<file path="src/rtl/pc_seq_pkg.sv">
// Shared types for the 8-bit PC sequencer: FSM states, next-PC select codes, PC width.
package pc_seq_pkg;
   localparam int PC_W = 8;

   typedef enum logic {
      S_SETTLE,
      S_ISSUE
   } state_t;

   typedef enum logic [1:0] {
      SEL_INC,
      SEL_TARGET,
      SEL_POP
   } sel_t;
endpackage

</file>
<file path="src/rtl/pc_return_stack.sv">
// LIFO of return addresses with push/pop, full/empty and occupancy level.
// Contents are not reset; only the level is, which empties the stack.
module pc_return_stack
   import pc_seq_pkg::*;
#(
   parameter int DEPTH = 4,
   parameter int W     = PC_W
) (
   input  logic                     i_clk,
   input  logic                     i_RESET,
   input  logic                     i_push,
   input  logic                     i_pop,
   input  logic [W-1:0]             i_push_dat,
   output logic [W-1:0]             o_top_dat,
   output logic                     o_full,
   output logic                     o_empty,
   output logic [$clog2(DEPTH):0]   o_level
);
   localparam int IDX_W = $clog2(DEPTH);
   localparam int LVL_W = IDX_W + 1;

   logic [W-1:0]     mem_q [DEPTH];
   logic [LVL_W-1:0] level_q, level_d;
   logic [IDX_W-1:0] wr_idx, rd_idx;

   assign o_full  = (level_q == LVL_W'(DEPTH));
   assign o_empty = (level_q == '0);
   assign wr_idx  = level_q[IDX_W-1:0];
   // Garbage index when empty; callers never pop an empty stack.
   assign rd_idx  = IDX_W'(level_q - 1'b1);
   assign o_top_dat = mem_q[rd_idx];
   assign o_level   = level_q;

   always_comb begin
      level_d = level_q;
      if (i_push && !o_full) begin
         level_d = level_q + 1'b1;
      end else if (i_pop && !o_empty) begin
         level_d = level_q - 1'b1;
      end
   end

   always_ff @(posedge i_clk or posedge i_RESET) begin
      if (i_RESET) begin
         level_q <= '0;
      end else begin
         level_q <= level_d;
      end
   end

   always_ff @(posedge i_clk) begin
      if (i_push && !o_full) begin
         mem_q[wr_idx] <= i_push_dat;
      end
   end
endmodule

</file>
<file path="src/rtl/pc_sequencer_8_bit.sv">
// Registered 8-bit PC sequencer: one fetch per two cycles over valid/ready, next PC from incrementer,
// jump/call target or return stack. Return stack and its status outputs exist only with PC_STACK_EN.
module pc_sequencer_8_bit
   import pc_seq_pkg::*;
#(
   parameter logic [PC_W-1:0] RESET_PC    = 8'h00,
   parameter int              STACK_DEPTH = 4
) (
   input  logic                          i_clk,
   input  logic                          i_RESET,
   input  logic [PC_W-1:0]               i_inc,
   output logic [PC_W-1:0]               o_pc,
   output logic                          o_pc_valid,
   input  logic                          i_fetch_ready,
   input  logic                          i_jump,
   input  logic                          i_call,
   input  logic                          i_ret,
   input  logic [PC_W-1:0]               i_target,
   output logic                          o_wrap,
   output logic [$clog2(STACK_DEPTH):0]  o_stack_level,
   output logic                          o_stack_err
);
   localparam int LVL_W = $clog2(STACK_DEPTH) + 1;

   state_t          state_q, state_d;
   logic [PC_W-1:0] pc_q, pc_d, pc_nxt;
   logic            valid_q, valid_d;
   logic            wrap_q, wrap_d;
   logic            handshake;
   sel_t            sel;

   assign handshake = (state_q == S_ISSUE) && i_fetch_ready;

`ifdef PC_STACK_EN
   logic             stk_push, stk_pop, stk_full, stk_empty;
   logic             err_q, err_d;
   logic [PC_W-1:0]  stk_top;
   logic [LVL_W-1:0] stk_level;

   pc_return_stack #(
      .DEPTH (STACK_DEPTH),
      .W     (PC_W)
   ) u_stack (
      .i_clk      (i_clk),
      .i_RESET    (i_RESET),
      .i_push     (stk_push),
      .i_pop      (stk_pop),
      .i_push_dat (i_inc),
      .o_top_dat  (stk_top),
      .o_full     (stk_full),
      .o_empty    (stk_empty),
      .o_level    (stk_level)
   );

   // A ret on an empty stack falls through to the sequential path, not to call/jump.
   always_comb begin
      sel      = SEL_INC;
      stk_push = 1'b0;
      stk_pop  = 1'b0;
      err_d    = err_q;
      if (handshake) begin
         if (i_ret && !stk_empty) begin
            sel     = SEL_POP;
            stk_pop = 1'b1;
         end else if (i_ret) begin
            err_d = 1'b1;
         end else if (i_call || i_jump) begin
            sel = SEL_TARGET;
            if (i_call) begin
               if (stk_full) begin
                  err_d = 1'b1;
               end else begin
                  stk_push = 1'b1;
               end
            end
         end
      end
   end

   always_comb begin
      case (sel)
         SEL_TARGET: pc_nxt = i_target;
         SEL_POP:    pc_nxt = stk_top;
         default:    pc_nxt = i_inc;
      endcase
   end

   always_ff @(posedge i_clk or posedge i_RESET) begin
      if (i_RESET) begin
         err_q <= 1'b0;
      end else begin
         err_q <= err_d;
      end
   end

   assign o_stack_level = stk_level;
   assign o_stack_err   = err_q;
`else
   logic ret_unused;
   assign ret_unused = i_ret;

   always_comb begin
      sel = SEL_INC;
      if (handshake && (i_call || i_jump)) begin
         sel = SEL_TARGET;
      end
   end

   assign pc_nxt        = (sel == SEL_TARGET) ? i_target : i_inc;
   assign o_stack_level = '0;
   assign o_stack_err   = 1'b0;
`endif

   // S_SETTLE gives the external incrementer one cycle to reflect the new PC.
   always_comb begin
      state_d = state_q;
      pc_d    = pc_q;
      valid_d = valid_q;
      wrap_d  = 1'b0;
      case (state_q)
         S_SETTLE: begin
            state_d = S_ISSUE;
            valid_d = 1'b1;
         end
         default: begin
            if (i_fetch_ready) begin
               state_d = S_SETTLE;
               valid_d = 1'b0;
               pc_d    = pc_nxt;
               wrap_d  = (sel == SEL_INC) && (pc_q == '1);
            end
         end
      endcase
   end

   always_ff @(posedge i_clk or posedge i_RESET) begin
      if (i_RESET) begin
         state_q <= S_SETTLE;
         pc_q    <= RESET_PC;
         valid_q <= 1'b0;
         wrap_q  <= 1'b0;
      end else begin
         state_q <= state_d;
         pc_q    <= pc_d;
         valid_q <= valid_d;
         wrap_q  <= wrap_d;
      end
   end

   assign o_pc       = pc_q;
   assign o_pc_valid = valid_q;
   assign o_wrap     = wrap_q;
endmodule

</file>
<file path="config.mk">
export PLATFORM = sky130hd
export DESIGN_NAME = pc_sequencer_8_bit
export DESIGN_NICKNAME = d
export VERILOG_FILES = /design/src/rtl/pc_seq_pkg.sv /design/src/rtl/pc_return_stack.sv /design/src/rtl/pc_sequencer_8_bit.sv
export SDC_FILE = /design/constraint.sdc
export NUM_CORES = 1
export LEC_CHECK = 0
export ABC_AREA = 1
export CORE_UTILIZATION = 35
export CTS_BUF_LIST = sky130_fd_sc_hd__clkbuf_8
export DETAILED_ROUTE_END_ITERATION = 6
export PLACE_DENSITY = 0.85
export SKIP_LAST_GASP = 1
export SLEW_MARGIN = 20
export SYNTH_ARGS = -nofsm -noshare
export SYNTH_HDL_FRONTEND = slang
export SYNTH_SLANG_ARGS = --single-unit
</file>
<file path="constraint.sdc">
create_clock -name i_clk -period 2.25 [get_ports i_clk]
set_input_delay 0.225 -clock i_clk [delete_from_list [all_inputs] [get_ports i_clk]]
set_output_delay 0.225 -clock i_clk [all_outputs]
set_load 0.02 [all_outputs]
</file>
Word level (Yosys, flattened, before mapping). Index checks and enable logic that the tools add are counted.

Output and inout bits: 14. Logic and storage cells: 21. Input bits: 22. Register bits: 11.

Equal/unequal tests: 3. Multiplexer cells: 8. Reductions and logical operators: 6.

Operators with widths (number): 8-bit == test, second input constant (1); 8-bit 2-to-1 mux (1); 1-bit 2-to-1 mux (7); 1-bit logical AND (3); 2-bit logical NOT (1); 2-bit != test, second input constant (1); 2-bit AND reduction (1); 1-bit == test, second input constant (1); 1-bit logical OR (1).

Longest topological paths before layout. Gate-level depths: netlist of the first run.

Word-level depth: 7. Depth in mapped cells: 6. Gate-level depth less buffers: 6.

Least setup slack after synthesis of the first run. Ideal clock, no wire load.

Path type: flip-flop to flip-flop. Start: register state_q. End: register pc_q[3] (netlist: o_pc[3]). Cell stages (with the launch flop): 7. Required time: 2.137 ns. Buffers on the path: 1. Arrival: 0.913 ns. Setup slack: 1.224 ns. Clock period less this slack: 1.026 ns. Cell sequence: dfrtp_1 nand2_4 inv_2 buf_6 or2_0 nand2_1 inv_1.

Cells in the longest elaborated chain, start to end: 5. Elaborated cells between the ends (all ways): 6. Those cells by class: eq/ne: 1; mux: 2; reduce/logical: 3.

RTL lines: from (decl) (RTL line pc_sequencer_8_bit.sv:25) `state_t state_q, state_d;`; from (signal assigned) (RTL line pc_sequencer_8_bit.sv:143) `state_q <= state_d;`; 1-bit logical AND (RTL line pc_sequencer_8_bit.sv:32) `assign handshake = (state_q == S_ISSUE) && i_fetch_ready;`; 1-bit logical AND (RTL line pc_sequencer_8_bit.sv:104) `if (handshake && (i_call || i_jump)) begin`; 1-bit 2-to-1 mux (RTL line pc_sequencer_8_bit.sv:104); 1-bit == test (RTL line pc_sequencer_8_bit.sv:109) `assign pc_nxt = (sel == SEL_TARGET) ? i_target : i_inc;`; 8-bit 2-to-1 mux (RTL line pc_sequencer_8_bit.sv:109); to (signal assigned) (RTL line pc_sequencer_8_bit.sv:144) `pc_q <= pc_d;`; to (decl) (RTL line pc_sequencer_8_bit.sv:26) `logic [PC_W-1:0] pc_q, pc_d, pc_nxt;`.

Parallel ways exist; a longest one is shown, timed or not. A chain may end at the register's enable or synchronous reset.

Worst setup path in the final report of the first run.
Start: register pc_q[0] (netlist: o_pc[0]). End: output port o_pc[0].

RTL lines: to (decl) (RTL line pc_sequencer_8_bit.sv:12) `output logic [PC_W-1:0] o_pc,`.

No word-level cell between the ends.

==> flow_metrics.tcl, run 1 <==
set metrics [dict create \
    clock-sinks 11 \
    drc_errors 10 \
    synth_commonest_cells "nand2_1 (27), inv_1 (12), dfrtp_1 (11), buf_4 (5), nand3_1 (5)" \
    r2r_slack_ps 1140 \
    critPathBufInv 1 \
    dr.pass1.iters 6 \
    swShare_pct 28.5 \
    crit_required_ps 2030 \
    layout.nets 135 \
    regToRegStartpoint "state_q$_DFF_PP0_" \
    numCtsBuffers 3 \
    finalCriticalPeriod_ps 1470 \
    grt_pass1_vias 547 \
    io_pins 36 \
    path_clk_slew_ps 50 \
    powerDensity_mw_per_mm2 652 \
    failed_checks "DRC" \
    critPathMaxStageDelay_ps 640 \
    synthTopCellsByArea "dfrtp_1 (46%), nand2_1 (17%), inv_1 (7.5%)" \
    yosysWarnings 0 \
    post-cts-setup-buffers 0 \
    worst_slack_ps 785 \
    start_util_pct 38.8 \
    grt_max_degree 14 \
    htreeDepth 1 \
    drt-initial-drc-count 19 \
    ir_worst_vdd_v 0.000281 \
    n_antenna_cell 0 \
    comb_power_share_pct 29.5 \
    synth-main-ff-cell "dfrtp_1" \
    hold_buffers 0 \
    tritoncts "built" \
    finClkSkew_ps 2.04 \
    critPathCaptureType "primary output" \
    path_cells "clkdlybuf4s50_1" \
    die_x_um 43.6 \
    syn_area_um2 604 \
    fillCellCount 147 \
    io_buffers 30 \
    wirelength_mm 1.28 \
    p_int_mw 0.435 \
    whs_ps 290 \
    seqPwrFrac_pct 39.7 \
    met2_usage_pct 23.6 \
    met1_usage_pct 18.6 \
    synth_top_area_cell "dfrtp_1" \
    p_leak_nw 0.465 \
    hold_path_class "in -> async" \
    yosysMostFrequentCell "nand2_1" \
    grtUsageMet3_pct 4.17 \
    rsz0062_at_grt "false" \
    finalCritPeriodShare_pct 65.1 \
    cp.arrival_ps 1240 \
    outcome "finished with violations" \
    ys_ff_latch 11 \
    grt_overflow 0 \
    r2r-end "o_pc[0]$_DFFE_PP0P_" \
    grt_pass1_wl_mm 2.12 \
    place_area_um2 887 \
    num_vias 573 \
    synth_cell_type_count 17 \
    drt-wirelength-per-cell_um 10.0 \
    final_layout_size_suffix_gt1_share_pct 8.04 \
    crit_path_start_kind "flop" \
    place_worst_setup_slack_ps 792 \
    synthDominantCellAreaShare_pct 45.5 \
    crit_type "reg -> out" \
    drt-vias-per-instance 4.48 \
    drv_slew 0 \
    place.gp.congestion 0.730 \
    area_delta_synth_final_pct 54.2 \
    rows 14 \
    synthArstFlopShare_pct 100 \
    track_usage_pct 15.2 \
    hold_violations 0 \
    coreArea_mm2 0.00156 \
    syn_inst 81 \
    antenna_found_initial 0 \
    setup_tns_ps 0 \
    yosysSeqAreaShare_pct 45.5 \
    power_switching_mw 0.173 \
    cap_viol_max_count 0 \
    post_cts_resized 0 \
    synth_edf_count 0 \
    clk-insertion-delay-late_ps 230 \
    fp.dieArea_mm2 0.00190 \
    die_h_um 43.6 \
    clockRootBuffer "clkbuf_8" \
    avgSynthCellArea_um2 7.46 \
    clockPowerShare_pct 30.8 \
    cp_max_fo 3 \
    detail-route-antenna-nets 0 \
    place_hpwl_mm 1.00 \
    busiest_layer "met2" \
    fmax_mhz 683 \
    crit_family "buffers and inverters" \
    clock_path_buffers 2 \
    rr_worst_depth 5 \
    final_area_um2 932 \
    p_total_mw 0.607 \
    setup_viol 0 \
    crit_slowest_cell "clkdlybuf4s50_1" \
]
==> final cells by class <==
cell class                      instances  area, µm²  share of cell area (%)
Tap cell                               16       20.0                    2.15
Sequential cell                        11        275                    29.5
Clock inverter                          1       3.75                   0.403
Timing Repair Buffer                   30        300                    32.2
Clock buffer                            3       41.3                    4.43
Multi-Input combinational cell         54        243                    26.0
Inverter                               13       48.8                    5.23
==> layout by cell type, fill, tap and decap left out <==
master and count:
o21ai_1 2, clkbuf_8 3, inv_1 13, or2_2 3
nor2_2 1, dfrtp_1 11, nand4_1 1, nand2_4 1
nand2_1 27, o21ai_0 1, or2_0 3, a21oi_1 2
nand3_1 5, conb_1 4, inv_2 1, nor2_1 4
clkdlybuf4s50_1 30
==> state kept, by name, summed over array words and instances (netlist names) <==
name        flops
o_pc            8
o_pc_valid      1
o_wrap          1
state_q         1
==> metrics by stage <==
step / instances / utilization, %
finish: 128 / 59.8
global route: 128 / 59.8
CTS: 128 / 59.8
detailed placement: 124 / 56.9
global placement: 124 / 56.9
floorplan: 84 / -
==> layer usage <==
| layer | wire length (µm) | up-vias |
|---|---|---|
| met3 | 100 | 0 |
| met5 | 0 | - |
| li1 | - | 297 |
| met4 | 0 | 0 |
| met2 | 639 | 31 |
| met1 | 544 | 245 |
==> worst max-delay path by stage <==
| stage | startpoint | to | slack, ps | cells past startpoint |
|---|---|---|---|---|
| floorplan | state_q$_DFF_PP0_ | o_pc[3]$_DFFE_PP0P_ | 1220 | 6 |
| global placement | i_jump | o_pc[7]$_DFFE_PP0P_ | 860 | 5 |
| detailed placement | i_jump | o_pc[4]$_DFFE_PP0P_ | 790 | 5 |
| CTS | o_pc[0]$_DFFE_PP0P_ | o_pc[0] | 770 | 1 |
| global route | o_pc[0]$_DFFE_PP0P_ | o_pc[0] | 730 | 1 |
| finish | o_pc[0]$_DFFE_PP0P_ | o_pc[0] | 780 | 1 |
==> cells by family after synthesis <==
group	Yosys count	synth area share (%)
and+or+nand+nor	45	33.5
buffers and inverters	19	16.1
DFF	11	45.5
AOI/OAI and AO/OA	5	4.14
other	1	0.621
==> power by group through the flow <==
stage	clock network (mW)	registers [mW]	logic, mW
3_5_place_dp	0	0.244	0.180
4_1_cts	0.194	0.241	0.181
2_1_floorplan	0	0.271	0.0661
3_3_place_gp	0	0.243	0.175
6_report	0.187	0.241	0.179
5_1_grt	0.206	0.245	0.196
(Power assumes the default switching activity.)
==> run 2, diff against run 1 <==
--- a/config.mk
+++ b/config.mk
@@ -6,10 +6,10 @@
 export NUM_CORES = 1
 export LEC_CHECK = 0
 export ABC_AREA = 1
-export CORE_UTILIZATION = 35
+export CORE_UTILIZATION = 34
 export CTS_BUF_LIST = sky130_fd_sc_hd__clkbuf_8
 export DETAILED_ROUTE_END_ITERATION = 6
-export PLACE_DENSITY = 0.85
+export PLACE_DENSITY = 0.86
 export SKIP_LAST_GASP = 1
 export SLEW_MARGIN = 20
 export SYNTH_ARGS = -nofsm -noshare
==> constraint.sdc (replaced) <==
create_clock -name i_clk -period 1.3 [get_ports i_clk]
set_input_delay 0.13 -clock i_clk [delete_from_list [all_inputs] [get_ports i_clk]]
set_output_delay 0.13 -clock i_clk [all_outputs]
set_load 0.02 [all_outputs]
==> run 2 against run 1 <==
Against the previous run:
- clock power increased by 80%
- clock-buffer cell count unchanged
- global-route usage decreased by 0.19 points
- critical endpoint is now o_pc[6]
- via count up 0.87%
- the flow still finishes with violations (DRC)
- cell count increased by 3.9%
- utilization up 1.2 points
==> flow_metrics.tcl, run 2 (same netlist as run 1, synthesis figures left out) <==
set metrics [dict create \
    fmax_mhz 927 \
    p_leak_nw 0.520 \
    die_x_um 44.2 \
    finalCriticalPeriod_ps 1080 \
    worst-path-stages 1 \
    clockRootBuffer "clkbuf_8" \
    cap_viol_max_count 0 \
    r2r-end "o_pc[0]$_DFFE_PP0P_" \
    tritoncts "built" \
    swShare_pct 29.2 \
    coreArea_mm2 0.00158 \
    crit_required_ps 1170 \
    hold_path_class "in -> async" \
    critPathBufInv 1 \
    r2r_slack_ps 250 \
    critPathMaxStageDelay_ps 390 \
    rows 14 \
    finClkSkew_ps 1.59 \
    largest_reg_flops 8 \
    detail-route-antenna-nets 0 \
    cp-startpoint "o_pc[6]$_DFFE_PP0P_" \
    grt_overflow 0 \
    path_cells "dlygate4sd2_1" \
    io_pins 36 \
    ir_worst_vdd_v 0.000437 \
    drv_slew 0 \
    clock-sinks 11 \
    antenna_found_initial 0 \
    drt-vias-per-instance 4.35 \
    place_hpwl_mm 1.01 \
    cp_max_fo 3 \
    comb_power_share_pct 27.9 \
    drc_errors 4 \
    finalCritPeriodShare_pct 83.0 \
    setup_viol 0 \
    grt_pass1_vias 546 \
    crit_slowest_cell "dfrtp_1" \
    p_int_mw 0.737 \
    cp.arrival_ps 950 \
    htreeDepth 1 \
    clock_path_buffers 2 \
    layout.nets 140 \
    drt-initial-drc-count 15 \
    numCtsBuffers 3 \
    dr.pass1.iters 6 \
    grt_max_degree 12 \
    final_common_cell "nand2_1" \
    crit_type "reg -> out" \
    critPathCaptureType "primary output" \
    num_vias 578 \
    fp.dieArea_mm2 0.00195 \
    grt_pass1_wl_mm 2.11 \
    crit_path_start_kind "flop" \
    rr_worst_depth 5 \
    io_buffers 30 \
    regToRegStartpoint "state_q$_DFF_PP0_" \
    crit_family "flip-flops" \
    seqPwrFrac_pct 39.8 \
    track_usage_pct 15.0 \
    clk-insertion-delay-late_ps 240 \
    area_delta_synth_final_pct 59.2 \
    place_area_um2 925 \
    final_area_um2 962 \
    utilization_pct 61.0 \
    crit_path_end "o_pc[6]" \
    fillCellCount 155 \
    clockPowerShare_pct 32.3 \
    die_h_um 44.2 \
    drt-wirelength-per-cell_um 9.40 \
    powerDensity_mw_per_mm2 1080 \
    layout_common_cells "nand2_1 (27), clkdlybuf4s50_1 (20), inv_1 (12)" \
    rsz0062_at_grt "false" \
    wirelength_mm 1.25 \
    n_antenna_cell 0 \
    hold_violations 0 \
    failed_checks "DRC" \
    place.gp.congestion 0.778 \
    setup_tns_ps 0 \
    path_clk_slew_ps 50 \
    outcome "finished with violations" \
    power_switching_mw 0.304 \
    start_util_pct 38.3 \
    final_layout_size_suffix_gt1_share_pct 12.8 \
]
==> run 2: cell count changes in the layout (fill, tap and decap cells not counted), sizes merged <==
| cell | previous run | this run |
|---|---|---|
| buf | 0 | 5 |
| clkdlybuf4s50 | 30 | 20 |
| clkinv | 0 | 1 |
| dlygate4sd2 | 0 | 9 |
| dlymetal6s2s | 0 | 1 |
| inv | 14 | 13 |
==> run 2: repair_timing <==
item / 4_1_cts / 5_1_grt
buffers inserted: 0 / 0
hold buffers: 0 / 0
gates resized for setup: 9 / 1
pin swaps: 0 / 0
setup endpoints to repair: 9 / 1
hold endpoints to repair: 0 / 0
==> run 2: worst reg2reg max path: stages (launching register included) <==
cell and delay, ps:
dfrtp_1 400, nand2_4 80, inv_2 80, or2_2 280, nand2_1 70, inv_1 30
==> run 2: worst min-delay path by stage <==
stage	start	end	depth (start not counted)
global placement	i_RESET	o_pc[3]$_DFFE_PP0P_	2
global route	i_RESET	state_q$_DFF_PP0_	2
CTS	i_RESET	o_wrap$_DFF_PP0_	2
finish	i_RESET	o_wrap$_DFF_PP0_	2
detailed placement	i_RESET	o_pc[3]$_DFFE_PP0P_	2
floorplan	i_RESET	o_pc[0]$_DFFE_PP0P_	1
==> run 2: final cells by class <==
cell class	instances	area [µm²]	share of cell area, %
clock inverter	1	5.00	0.520
tap	16	20.0	2.08
sequential	11	275	28.6
timing repair buffer	35	329	34.2
multi-input combinational	54	243	25.2
inverter	13	48.8	5.07
clock buffer	3	41.3	4.29
==> run 2: power by group through the flow <==
stage / Combinational (mW) / Clock (mW) / Sequential [mW]
floorplan: 0.114 / 0 / 0.469
detailed placement: 0.321 / 0 / 0.422
global route: 0.322 / 0.369 / 0.421
finish: 0.290 / 0.337 / 0.414
global placement: 0.316 / 0 / 0.421
CTS: 0.294 / 0.352 / 0.415
==> run 2: per-layer routing <==
layer	share of wire, %	routed length (µm)	track usage, %
met1	41	508	17.7
met2	49	614	23.8
met3	10	128	5.71
met4	0	0	7.27
met5	0	0	0
==> run 2: stage by stage <==
step	hold WS [ps]	instances	worst slack (ps)	power (mW)
4_1_cts	192	133	15.2	1.06
6_report	184	133	221	1.04
2_1_floorplan	-17.6	84	274	0.583
5_1_grt	236	133	176	1.11
3_5_place_dp	443	129	17.4	0.744
3_3_place_gp	442	129	62.8	0.736
==> run 3, diff against run 2 <==
--- a/config.mk
+++ b/config.mk
@@ -6,10 +6,10 @@
 export NUM_CORES = 1
 export LEC_CHECK = 0
 export ABC_AREA = 1
-export CORE_UTILIZATION = 34
+export CORE_UTILIZATION = 35
 export CTS_BUF_LIST = sky130_fd_sc_hd__clkbuf_8
 export DETAILED_ROUTE_END_ITERATION = 6
-export PLACE_DENSITY = 0.86
+export PLACE_DENSITY = 0.85
 export SKIP_LAST_GASP = 1
 export SLEW_MARGIN = 20
 export SYNTH_ARGS = -nofsm -noshare
==> constraint.sdc (replaced) <==
create_clock -name i_clk -period 1 [get_ports i_clk]
set_input_delay 0.1 -clock i_clk [delete_from_list [all_inputs] [get_ports i_clk]]
set_output_delay 0.1 -clock i_clk [all_outputs]
set_load 0.02 [all_outputs]
==> run 3 against run 2 <==
Against the previous run:
- the flow still finishes with violations (DRC)
- sequential share of layout area is 0.97 points lower
- power grew 37%
- clock-buffer cell count did not move
- sequential power up 29%
- global-route usage increased by 2.3 points
- first-iteration DRC count up 13%
- non-clock buffer count increased by 4
- utilization increased by 2.9 points
- design area is 3.5% higher
- via count is 6.2% higher
- critical path type unchanged
- setup slack lost 200 ps
- cell count grew 3.0%
- largest cell class unchanged
==> flow_metrics.tcl, run 3 (same netlist as run 1, synthesis figures left out) <==
set metrics [dict create \
    regArea_um2 275 \
    io_pins 36 \
    setup_tns_ps 0 \
    drt-initial-drc-count 17 \
    multi_input_area_um2 250 \
    cp_max_fo 3 \
    failed_checks "DRC" \
    critPathMaxStageDelay_ps 390 \
    fillCellCount 147 \
    place_worst_setup_slack_ps -286 \
    numCtsBuffers 3 \
    grt_pass1_wl_mm 2.34 \
    r2r_slack_ps 50 \
    critPathBufInv 1 \
    crit_type "reg -> out" \
    hold_buffers 0 \
    place.gp.congestion 0.782 \
    track_usage_pct 17.2 \
    clock_path_buffers 2 \
    setup_viol 0 \
    grt_overflow 0 \
    path_cells "clkdlybuf4s15_2" \
    utilization_pct 63.9 \
    worst-path-stages 1 \
    regToRegStartpoint "state_q$_DFF_PP0_" \
    ir_worst_vdd_v 0.000578 \
    die_x_um 43.6 \
    coreArea_mm2 0.00156 \
    start_util_pct 38.8 \
    clk-insertion-delay-late_ps 240 \
    layout_common_cells "nand2_1 (27), clkdlybuf4s50_1 (18), inv_1 (13)" \
    wirelength_mm 1.44 \
    clockRootBuffer "clkbuf_8" \
    path_clk_slew_ps 50 \
    rr_worst_depth 5 \
    r2r-end "o_pc[0]$_DFFE_PP0P_" \
    powerDensity_mw_per_mm2 1430 \
    crit_slowest_cell "dfrtp_1" \
    worst_slack_ps 16.6 \
    crit_family "flip-flops" \
    final_area_um2 996 \
    cp-startpoint "o_pc[6]$_DFFE_PP0P_" \
    p_leak_nw 0.535 \
    finalCritPeriodShare_pct 98.3 \
    place_area_um2 955 \
    clock-sinks 11 \
    grt_pass1_vias 579 \
    drc_errors 11 \
    cap_viol_max_count 0 \
    hold_violations 0 \
    die_h_um 43.6 \
    n_antenna_cell 0 \
    area_delta_synth_final_pct 64.8 \
    final_common_cell "nand2_1" \
    tritoncts "built" \
    layout.nets 144 \
    hold_path_class "in -> async" \
    drt-vias-per-instance 4.48 \
    crit_required_ps 900 \
    finClkSkew_ps 5.35 \
    critPathCaptureType "primary output" \
    largest_reg_flops 8 \
    post-cts-setup-buffers 0 \
    antenna_found_initial 0 \
    drv_slew 0 \
    detail-route-antenna-nets 0 \
    cp.arrival_ps 880 \
    outcome "finished with violations" \
    htreeDepth 1 \
    grt_max_degree 12 \
    crit_path_end "o_pc[6]" \
    drt-wirelength-per-cell_um 10.5 \
    dr.pass1.iters 6 \
    fmax_mhz 1020 \
    io_buffers 30 \
    crit_path_start_kind "flop" \
    final_layout_size_suffix_gt1_share_pct 23.1 \
    fp.dieArea_mm2 0.00190 \
    rsz0062_at_grt "true" \
    finalCriticalPeriod_ps 983 \
    place_hpwl_mm 1.09 \
    p_total_mw 1.43 \
    rows 14 \
    num_vias 614 \
]
[run 3: cell count changes in the layout (fill, tap and decap cells not counted), sizes merged]
| cell | previous run | this run |
|---|---|---|
| dlygate4sd2 | 9 | 0 |
| clkbuf | 3 | 7 |
| inv | 13 | 14 |
| clkdlybuf4s50 | 20 | 18 |
| clkinv | 1 | 0 |
| dlymetal6s2s | 1 | 2 |
| clkdlybuf4s15 | 0 | 4 |
| buf | 5 | 11 |
[run 3: metal layers]
layer | vias up | global-route usage, % | part of all wire [%]
met3 | 6 | 5.00 | 8.3
met5 | - | 0 | 0
met1 | 267 | 19.8 | 42
li1 | 312 | - | -
met4 | 0 | 12.5 | 3.3
met2 | 29 | 27.2 | 47
[run 3: area by class of cell]
cell class              instances  share of cell area (%)
repair buffers                 39                    35.3
inverters                      13                    5.40
clock inverters                 1                   0.377
multi-input cells              54                    25.1
well taps                      16                    2.01
flip-flops and latches         11                    27.6
clock buffers                   3                    4.15
[run 3: report_power, final]
| group | leakage [nW] | internal (mW) | switching [mW] |
|---|---|---|---|
| logic | 0.378 | 0.229 | 0.224 |
| clock network | 0.0269 | 0.270 | 0.169 |
| registers | 0.130 | 0.501 | 0.0320 |
| total | 0.535 | 1.00 | 0.425 |
[run 3: per-stage QoR]
stage | hold slack (ps) | cells
after floorplan | -47.6 | 84
after global placement | 411 | 133
after detailed placement | 421 | 133
after CTS | 173 | 137
after global routing | 202 | 137
final | 159 | 137
[run 3: worst min path at each step]
| stage | start | end | slack (ps) | cells past startpoint |
|---|---|---|---|---|
| 2_1_floorplan | i_RESET | o_pc[0]$_DFFE_PP0P_ | -50 | 1 |
| 3_3_place_gp | i_RESET | o_pc[3]$_DFFE_PP0P_ | 410 | 2 |
| 3_5_place_dp | i_RESET | o_pc[4]$_DFFE_PP0P_ | 420 | 2 |
| 4_1_cts | i_RESET | o_pc[4]$_DFFE_PP0P_ | 170 | 2 |
| 5_1_grt | i_RESET | o_wrap$_DFF_PP0_ | 200 | 2 |
| 6_report | i_RESET | o_pc[6]$_DFFE_PP0P_ | 160 | 2 |
[run 3: what timing repair did]
action                                  4_1_cts  5_1_grt
gates resized for setup                      28       11
endpoints found under the setup margin       16       13
hold endpoints to repair                      0        0
pin swaps                                     1        3
